[config.mk]
export PLATFORM = sky130hd
export DESIGN_NAME = muldiv_unit
export DESIGN_NICKNAME = d
export VERILOG_FILES = /design/src/rtl/muldiv_pkg.sv /design/src/rtl/muldiv_unit_addsub.sv /design/src/rtl/muldiv_unit.sv
export SDC_FILE = /design/constraint.sdc
export NUM_CORES = 1
export LEC_CHECK = 0
export ABC_AREA = 1
export BUFFER_PORTS_ARGS = -buffer_cell sky130_fd_sc_hd__buf_4
export CORE_MARGIN = 3
export CORE_UTILIZATION = 61
export DETAILED_ROUTE_END_ITERATION = 10
export PLACE_DENSITY_LB_ADDON = 0.15
export SKIP_CTS_REPAIR_TIMING = 1
export SYNTH_ARGS = -nofsm -noshare
export SYNTH_HDL_FRONTEND = slang
export SYNTH_HIERARCHICAL = 1
export SYNTH_SLANG_ARGS = --single-unit
[constraint.sdc]
create_clock -name clk -period 3.93 [get_ports clk]
set_input_delay 0.786 -clock clk [delete_from_list [all_inputs] [get_ports clk]]
set_output_delay 0.786 -clock clk [all_outputs]
set_load 0.005 [all_outputs]
[src/rtl/muldiv_pkg.sv]
// Shared encodings for the iterative multiply/divide unit and its decode logic.
package muldiv_pkg;

  localparam logic [1:0] OP_MULTU = 2'b00;
  localparam logic [1:0] OP_MULT  = 2'b01;
  localparam logic [1:0] OP_DIVU  = 2'b10;
  localparam logic [1:0] OP_DIV   = 2'b11;

  typedef enum logic [1:0] {
    IDLE = 2'b00,
    CALC = 2'b01,
    FIX  = 2'b10,
    DONE = 2'b11
  } state_e;

endpackage

[src/rtl/muldiv_unit_addsub.sv]
// (WIDTH+1)-bit adder/subtractor shared by the multiply add step and the
// divide trial subtract. carry=1 on a subtract means no borrow (a >= b).
module muldiv_addsub #(
  parameter int WIDTH = 32
) (
  input  logic [WIDTH:0] a,
  input  logic [WIDTH:0] b,
  input  logic           sub,
  output logic [WIDTH:0] sum,
  output logic           carry
);

  // Two's-complement subtract folds into the add via inverted b and carry-in.
  always_comb begin
    {carry, sum} = {1'b0, a} + {1'b0, (sub ? ~b : b)} + {{(WIDTH + 1){1'b0}}, sub};
  end

endmodule

[src/rtl/muldiv_unit.sv]
// Multi-cycle multiply/divide unit holding the architectural HI/LO registers.
// Operands are reduced to magnitudes at launch, iterated unsigned for WIDTH
// cycles, and sign-corrected in the FIX cycle when HI/LO are written.
module muldiv_unit
  import muldiv_pkg::*;
#(
  parameter int WIDTH = 32
) (
  input  logic             clk,
  input  logic             rst_n,
  input  logic             start,
  input  logic [1:0]       op,
  input  logic [WIDTH-1:0] operand_a,
  input  logic [WIDTH-1:0] operand_b,
  input  logic             hi_we,
  input  logic             lo_we,
  input  logic [WIDTH-1:0] write_data,
  output logic             busy,
  output logic             done,
  output logic [WIDTH-1:0] hi,
  output logic [WIDTH-1:0] lo
);

  localparam int CNT_W = $clog2(WIDTH);
  localparam logic [CNT_W-1:0] LAST_ITER = CNT_W'(WIDTH - 1);

  state_e state_q, state_d;
  logic is_div_q, is_div_d;
  logic q_neg_q, q_neg_d;
  logic r_neg_q, r_neg_d;
  logic [CNT_W-1:0] cnt_q, cnt_d;
  logic [WIDTH-1:0] acc_hi_q, acc_hi_d;
  logic [WIDTH-1:0] acc_lo_q, acc_lo_d;
  logic [WIDTH-1:0] m_q, m_d;
  logic [WIDTH-1:0] hi_q, hi_d;
  logic [WIDTH-1:0] lo_q, lo_d;

  logic op_div, op_signed, a_neg, b_neg;
  logic [WIDTH-1:0] a_mag, b_mag;
  logic [WIDTH:0] as_a, as_b, as_sum;
  logic as_carry;
  logic [2*WIDTH-1:0] prod;

  // Multiply adds the multiplicand to the upper half; divide trial-subtracts
  // the divisor from the partial remainder with the next dividend bit shifted in.
  assign as_a = is_div_q ? {acc_hi_q, acc_lo_q[WIDTH-1]} : {1'b0, acc_hi_q};
  assign as_b = {1'b0, m_q};

  muldiv_addsub #(.WIDTH(WIDTH)) u_addsub (
    .a     (as_a),
    .b     (as_b),
    .sub   (is_div_q),
    .sum   (as_sum),
    .carry (as_carry)
  );

  // Decode the requested op and take operand magnitudes for signed ops.
  always_comb begin
    op_div    = (op == OP_DIVU) || (op == OP_DIV);
    op_signed = (op == OP_MULT) || (op == OP_DIV);
    a_neg     = op_signed & operand_a[WIDTH-1];
    b_neg     = op_signed & operand_b[WIDTH-1];
    a_mag     = a_neg ? (~operand_a + WIDTH'(1)) : operand_a;
    b_mag     = b_neg ? (~operand_b + WIDTH'(1)) : operand_b;
  end

  // Next-state, iteration datapath and HI/LO update.
  always_comb begin
    state_d  = state_q;
    is_div_d = is_div_q;
    q_neg_d  = q_neg_q;
    r_neg_d  = r_neg_q;
    cnt_d    = cnt_q;
    acc_hi_d = acc_hi_q;
    acc_lo_d = acc_lo_q;
    m_d      = m_q;
    hi_d     = hi_q;
    lo_d     = lo_q;
    prod     = {acc_hi_q, acc_lo_q};

    unique case (state_q)
      IDLE: begin
        if (start) begin
          state_d  = CALC;
          is_div_d = op_div;
          // A zero divisor keeps the all-ones quotient unnegated.
          q_neg_d  = (a_neg ^ b_neg) & ~(op_div & (operand_b == '0));
          r_neg_d  = a_neg;
          cnt_d    = '0;
          acc_hi_d = '0;
          acc_lo_d = a_mag;
          m_d      = b_mag;
        end else begin
          if (hi_we) hi_d = write_data;
          if (lo_we) lo_d = write_data;
        end
      end
      CALC: begin
        cnt_d = cnt_q + CNT_W'(1);
        if (cnt_q == LAST_ITER) state_d = FIX;
        if (is_div_q) begin
          acc_hi_d = as_carry ? as_sum[WIDTH-1:0] : as_a[WIDTH-1:0];
          acc_lo_d = {acc_lo_q[WIDTH-2:0], as_carry};
        end else if (acc_lo_q[0]) begin
          {acc_hi_d, acc_lo_d} = {as_sum, acc_lo_q[WIDTH-1:1]};
        end else begin
          {acc_hi_d, acc_lo_d} = {1'b0, acc_hi_q, acc_lo_q[WIDTH-1:1]};
        end
      end
      FIX: begin
        state_d = DONE;
        if (is_div_q) begin
          lo_d = q_neg_q ? (~acc_lo_q + WIDTH'(1)) : acc_lo_q;
          hi_d = r_neg_q ? (~acc_hi_q + WIDTH'(1)) : acc_hi_q;
        end else begin
          if (q_neg_q) prod = ~prod + (2 * WIDTH)'(1);
          hi_d = prod[2*WIDTH-1:WIDTH];
          lo_d = prod[WIDTH-1:0];
        end
      end
      DONE: state_d = IDLE;
      default: state_d = IDLE;
    endcase
  end

  // State and datapath registers; reset discards any in-flight operation.
  always_ff @(posedge clk) begin
    if (!rst_n) begin
      state_q  <= IDLE;
      is_div_q <= 1'b0;
      q_neg_q  <= 1'b0;
      r_neg_q  <= 1'b0;
      cnt_q    <= '0;
      acc_hi_q <= '0;
      acc_lo_q <= '0;
      m_q      <= '0;
      hi_q     <= '0;
      lo_q     <= '0;
    end else begin
      state_q  <= state_d;
      is_div_q <= is_div_d;
      q_neg_q  <= q_neg_d;
      r_neg_q  <= r_neg_d;
      cnt_q    <= cnt_d;
      acc_hi_q <= acc_hi_d;
      acc_lo_q <= acc_lo_d;
      m_q      <= m_d;
      hi_q     <= hi_d;
      lo_q     <= lo_d;
    end
  end

  assign busy = (state_q != IDLE);
  assign done = (state_q == DONE);
  assign hi   = hi_q;
  assign lo   = lo_q;

endmodule

==> flow_summary.html <==
<table>
<tr><th>Metric</th><th>Value</th></tr>
<tr><th colspan="2">Floorplanning</th></tr>
<tr><td>Area of the die</td><td>between 20,000 and 30,000 um^2</td></tr>
<tr><td>Total number of placement rows</td><td>56</td></tr>
<tr><td>Core outline area</td><td>23,820 um^2</td></tr>
<tr><td>I/O Pins</td><td>169</td></tr>
<tr><td>Initial core utilization</td><td>a little over three fifths</td></tr>
<tr><td>Height of the die</td><td>162.9 um</td></tr>
<tr><td>Horizontal extent of the die</td><td>162.9 um</td></tr>
<tr><th colspan="2">Finish</th></tr>
<tr><td>Final core utilization</td><td>71.41%</td></tr>
<tr><td>Final Net Count</td><td>2,792</td></tr>
<tr><td>Commonest cells after routing, fill and taps aside</td><td>sky130_fd_sc_hd__nand2_1 (554), sky130_fd_sc_hd__o21ai_0 (301), sky130_fd_sc_hd__a21oi_1 (287)</td></tr>
<tr><td>Finished Layout Cells</td><td>2,978</td></tr>
<tr><td>Ratio of cells with drive above 1 in the final layout</td><td>between 10% and 20%</td></tr>
<tr><td>Leading cell type in the layout, fill and taps excluded</td><td>sky130_fd_sc_hd__nand2_1</td></tr>
<tr><td>Layout area overhead</td><td>13.27%</td></tr>
<tr><td>Total non-filler cell area in the finished layout</td><td>roughly 17,000 um^2</td></tr>
<tr><td>Diode count</td><td>0</td></tr>
<tr><td>Filler cell count in the final layout</td><td>2,150</td></tr>
<tr><th colspan="2">Timing</th></tr>
<tr><td>Headroom to the max-slew limit</td><td>41.91%</td></tr>
<tr><td>Unrepaired setup endpoints after global routing</td><td>false</td></tr>
<tr><td>Total Negative Setup Slacks</td><td>0 ns</td></tr>
<tr><td>Final hold violation count</td><td>0</td></tr>
<tr><td>Final setup fails</td><td>0</td></tr>
<tr><td>Achievable frequency</td><td>284.9 MHz</td></tr>
<tr><td>Final Cycle Share</td><td>about nine tenths</td></tr>
<tr><td>Final min period</td><td>3.509 ns</td></tr>
<tr><td>Max Clock Skew</td><td>0.01271 ns</td></tr>
<tr><td>Transition time of the tightest slew-check pin</td><td>between 0.8 and 0.9 ns</td></tr>
<tr><td>Slew Viols, Final</td><td>0</td></tr>
<tr><th colspan="2">Detailed routing</th></tr>
<tr><td>1st-pass router iterations</td><td>6</td></tr>
<tr><td>Vias/cell</td><td>just over 6</td></tr>
<tr><td>Routed length per instance</td><td>~19 um</td></tr>
<tr><td>Post-detailed-route count of antenna-violating nets</td><td>0</td></tr>
<tr><td>Final Routed Wirelength</td><td>56,060 um</td></tr>
<tr><td>Detailed-route DRC error count</td><td>0</td></tr>
<tr><td>Initial DRC Count</td><td>~2,800</td></tr>
<tr><td>Number of vias after detailed routing</td><td>roughly 18,000</td></tr>
<tr><th colspan="2">Critical path</th></tr>
<tr><td>Crit path required time</td><td>4.29 ns</td></tr>
<tr><td>Critical register-to-register path endpoint</td><td>acc_hi_q[12]$_SDFFE_PN0P_</td></tr>
<tr><td>Worst Reg2Reg Path Length in Cells</td><td>21</td></tr>
<tr><td>Setup slack of the most critical reg-to-reg path</td><td>0.42 ns</td></tr>
<tr><td>Class of the most critical setup path</td><td>reg -&gt; reg</td></tr>
<tr><td>Crit path capture type</td><td>register</td></tr>
<tr><td>Critical register-to-register path startpoint</td><td>is_div_q$_SDFFE_PN0P_</td></tr>
<tr><td>Setup crit start kind</td><td>register</td></tr>
<tr><td>Max Fanout on Critical Path</td><td>a little over 60</td></tr>
<tr><td>Data arrival time at the worst-slack endpoint</td><td>3.87 ns</td></tr>
<tr><th colspan="2">Power and ir drop</th></tr>
<tr><td>Fraction of power consumed by the clock network</td><td>~17%</td></tr>
<tr><td>Share of total power consumed by net switching</td><td>between 50% and 60%</td></tr>
<tr><td>Combinational cell fraction of total power</td><td>56.5%</td></tr>
<tr><td>Power spent charging and discharging nets</td><td>5223 uW</td></tr>
<tr><td>Static Leak</td><td>0.008061 uW</td></tr>
<tr><td>Internal power summed over all cells</td><td>4885 uW</td></tr>
<tr><td>Maximum resistive drop on vdd</td><td>~0.44 mV</td></tr>
<tr><td>Sequential cell fraction of total power</td><td>a little over a quarter</td></tr>
<tr><td>Power per cell area</td><td>594.1 nW/um^2</td></tr>
<tr><td>Final total power</td><td>10,110 uW</td></tr>
<tr><th colspan="2">Logic synthesis</th></tr>
<tr><td>Synth warnings</td><td>6</td></tr>
<tr><td>Cells after Synth</td><td>approximately 2,600</td></tr>
<tr><td>Post-synthesis net count</td><td>2,705</td></tr>
<tr><td>FFs w/ async S/R, synth</td><td>0%</td></tr>
<tr><td>Synthesis-stage register bit count</td><td>170</td></tr>
<tr><td>Primary FF master, synth</td><td>sky130_fd_sc_hd__dfxtp_1</td></tr>
<tr><td>Sequential cell area fraction in the yosys report</td><td>22.66%</td></tr>
<tr><td>Cell area after synthesis</td><td>between 15,000 and 20,000 um^2</td></tr>
<tr><td>Average footprint of a synthesized cell</td><td>slightly below 6 um^2</td></tr>
<tr><td>Count of flip-flops with a built-in enable after synthesis</td><td>0</td></tr>
<tr><td>Cell variety after synth</td><td>54</td></tr>
<tr><th colspan="2">CTS</th></tr>
<tr><td>Clock-pin transition on the worst setup and hold timing paths</td><td>0.08 ns</td></tr>
<tr><td>Worst-skew pair later-pin latency</td><td>about 0.44 ns</td></tr>
<tr><td>Inserted Clock Buffers</td><td>17</td></tr>
<tr><td>CTS tree</td><td>yes</td></tr>
<tr><td>Level count of the clock H-tree</td><td>4</td></tr>
<tr><td>Buffer cell driving the clock tree root</td><td>sky130_fd_sc_hd__clkbuf_16</td></tr>
<tr><td>Number of sinks on the clock net</td><td>170</td></tr>
<tr><td>Buffer levels on the longest clock path</td><td>2</td></tr>
<tr><th colspan="2">Placed design</th></tr>
<tr><td>Placed instance count</td><td>2,946</td></tr>
<tr><td>Post-detailed-placement cell area</td><td>16,420 um^2</td></tr>
<tr><td>Sum of net half-perimeters after detailed placement</td><td>~43,000 um</td></tr>
<tr><td>Weighted congestion reported at the end of routability-driven placement</td><td>1.045</td></tr>
<tr><td>Count of input and output buffers</td><td>approximately 170</td></tr>
<tr><th colspan="2">Min path</th></tr>
<tr><td>Hold Path Stages</td><td>2</td></tr>
<tr><td>Worst min-delay path startpoint</td><td>cnt_q[4]$_SDFFE_PN0P_</td></tr>
<tr><td>Worst hold path endpoint</td><td>cnt_q[4]$_SDFFE_PN0P_</td></tr>
<tr><td>Worst hold-check path type</td><td>reg -&gt; reg</td></tr>
<tr><th colspan="2">Global routing</th></tr>
<tr><td>Overall global routing resource usage</td><td>40.78%</td></tr>
<tr><td>Global-route wire length before repair</td><td>86,770 um</td></tr>
<tr><td>Grt total ovfl</td><td>0</td></tr>
<tr><td>Vias in the first global route</td><td>16,270</td></tr>
<tr><td>Largest net degree at the start of global routing</td><td>72</td></tr>
<tr><td>Antenna violations before repair</td><td>0</td></tr>
<tr><th colspan="2">Run status</th></tr>
<tr><td>Status</td><td>complete, no violations</td></tr>
<tr><th colspan="2">Job</th></tr>
<tr><td>Number of max-cap violations</td><td>0</td></tr>
</table>
[flip-flops by register name, summed over array words and instances (netlist names)]
name / flops
acc_hi_q: 32
acc_lo_q: 32
hi: 32
lo: 32
m_q: 32
cnt_q: 5
state_q: 2
is_div_q: 1
q_neg_q: 1
r_neg_q: 1
[power by group through the flow]
stage	clock [uW]	combinational, uW	sequential [uW]
final	1730	5710	2670
after global routing	1790	6270	2700
after CTS	1720	5530	2640
after detailed placement	0	5510	2670
after global placement	0	5400	2660
after floorplan	0	3810	2510
[through the flow]
stage	setup slack, ns	hold slack, ns
after CTS	0.5700	0.4824
after global placement	0.6798	0.4558
after global routing	0.1433	0.5207
after detailed placement	0.6162	0.4652
final	0.4206	0.4799
after floorplan	0.9677	0.4453
[worst max-delay path, cell delays in order (launching register included)]
cell and delay (ns):
sky130_fd_sc_hd__dfxtp_4 0.44, sky130_fd_sc_hd__buf_12 0.26, sky130_fd_sc_hd__buf_4 0.22, sky130_fd_sc_hd__nor2_1 0.08
sky130_fd_sc_hd__o21bai_1 0.20, sky130_fd_sc_hd__ha_1 0.42, sky130_fd_sc_hd__nand2_1 0.10, sky130_fd_sc_hd__nand2_1 0.09
sky130_fd_sc_hd__nand2_1 0.07, sky130_fd_sc_hd__nand3_1 0.09, sky130_fd_sc_hd__inv_1 0.07, sky130_fd_sc_hd__nand2_1 0.07
sky130_fd_sc_hd__inv_1 0.08, sky130_fd_sc_hd__nand2_1 0.07, sky130_fd_sc_hd__nand2_1 0.06, sky130_fd_sc_hd__nand2_1 0.09
sky130_fd_sc_hd__inv_1 0.07, sky130_fd_sc_hd__buf_4 0.33, sky130_fd_sc_hd__o21ai_0 0.16, sky130_fd_sc_hd__o21ai_0 0.21
sky130_fd_sc_hd__nand2_1 0.08, sky130_fd_sc_hd__a21oi_1 0.13
[area by class of cell]
| type | instances | area (um^2) | area share, % |
|---|---|---|---|
| sequential | 170 | 3408 | 20.03 |
| inverter | 248 | 930.9 | 5.472 |
| clock buffer | 18 | 450.4 | 2.648 |
| clock inverter | 14 | 142.6 | 0.8384 |
| timing repair buffer | 198 | 1511 | 8.884 |
| multi-input combinational | 2011 | 10170 | 59.78 |
| tap | 319 | 399.1 | 2.346 |
[synth_stat cells, types with 4 or more instances]
cell | n | share of area [%]
sky130_fd_sc_hd__o21ai_1 | 9 | 0.30
sky130_fd_sc_hd__o211ai_1 | 10 | 0.50
sky130_fd_sc_hd__a31oi_1 | 19 | 0.79
sky130_fd_sc_hd__clkbuf_1 | 90 | 2.2
sky130_fd_sc_hd__and2_1 | 4 | 0.17
sky130_fd_sc_hd__o21ai_0 | 302 | 10
sky130_fd_sc_hd__nand3_2 | 13 | 0.87
sky130_fd_sc_hd__dfxtp_1 | 170 | 23
sky130_fd_sc_hd__ha_1 | 42 | 3.5
sky130_fd_sc_hd__inv_1 | 241 | 6.0
sky130_fd_sc_hd__nand3_1 | 234 | 7.8
sky130_fd_sc_hd__nor2_2 | 13 | 0.54
sky130_fd_sc_hd__nor2_4 | 7 | 0.52
sky130_fd_sc_hd__buf_1 | 14 | 0.35
sky130_fd_sc_hd__nand4_1 | 19 | 0.79
sky130_fd_sc_hd__xnor2_1 | 8 | 0.47
sky130_fd_sc_hd__o22ai_1 | 30 | 1.2
sky130_fd_sc_hd__nor3_1 | 19 | 0.63
sky130_fd_sc_hd__a21oi_1 | 289 | 9.6
sky130_fd_sc_hd__nand2_2 | 14 | 0.58
sky130_fd_sc_hd__nor2_1 | 275 | 6.9
sky130_fd_sc_hd__or2_2 | 9 | 0.37
sky130_fd_sc_hd__buf_2 | 23 | 0.77
sky130_fd_sc_hd__inv_2 | 7 | 0.17
sky130_fd_sc_hd__o21bai_1 | 34 | 1.7
sky130_fd_sc_hd__nand2_1 | 554 | 14
sky130_fd_sc_hd__xor2_1 | 63 | 3.7
[layer usage]
metal  part of all wire, %  track usage, %  vias up
li1                      -               -     8732
met5                     0               0        -
met2                    43           62.77     1341
met4                   5.7           20.61        0
met3                    12           7.045      166
met1                    39           54.99     8238
[logic make-up (layout without fill, tap and decap cells)]
| kind of cell | count (synthesis) | in the layout | synth area share, % |
|---|---|---|---|
| compound gates | 716 | 716 | 25.61 |
| buf+inv | 378 | 478 | 9.738 |
| xor+xnor | 71 | 71 | 4.140 |
| fa+ha+maj | 43 | 43 | 3.632 |
| flops | 170 | 170 | 22.66 |
| other cells | 1 | 1 | 0.02497 |
| simple gates | 1180 | 1180 | 34.20 |
[how the worst max path moves through the flow]
stage,start,end,slack [ns],cells past startpoint
after floorplan,is_div_q$_SDFFE_PN0P_,acc_lo_q[0]$_SDFFE_PN0P_,0.97,19
after global placement,is_div_q$_SDFFE_PN0P_,acc_hi_q[0]$_SDFFE_PN0P_,0.68,19
after detailed placement,is_div_q$_SDFFE_PN0P_,acc_hi_q[17]$_SDFFE_PN0P_,0.62,19
after CTS,is_div_q$_SDFFE_PN0P_,acc_hi_q[12]$_SDFFE_PN0P_,0.57,19
after global routing,is_div_q$_SDFFE_PN0P_,acc_hi_q[24]$_SDFFE_PN0P_,0.14,19
final,is_div_q$_SDFFE_PN0P_,acc_hi_q[12]$_SDFFE_PN0P_,0.42,21
(Power assumes the default switching activity.)
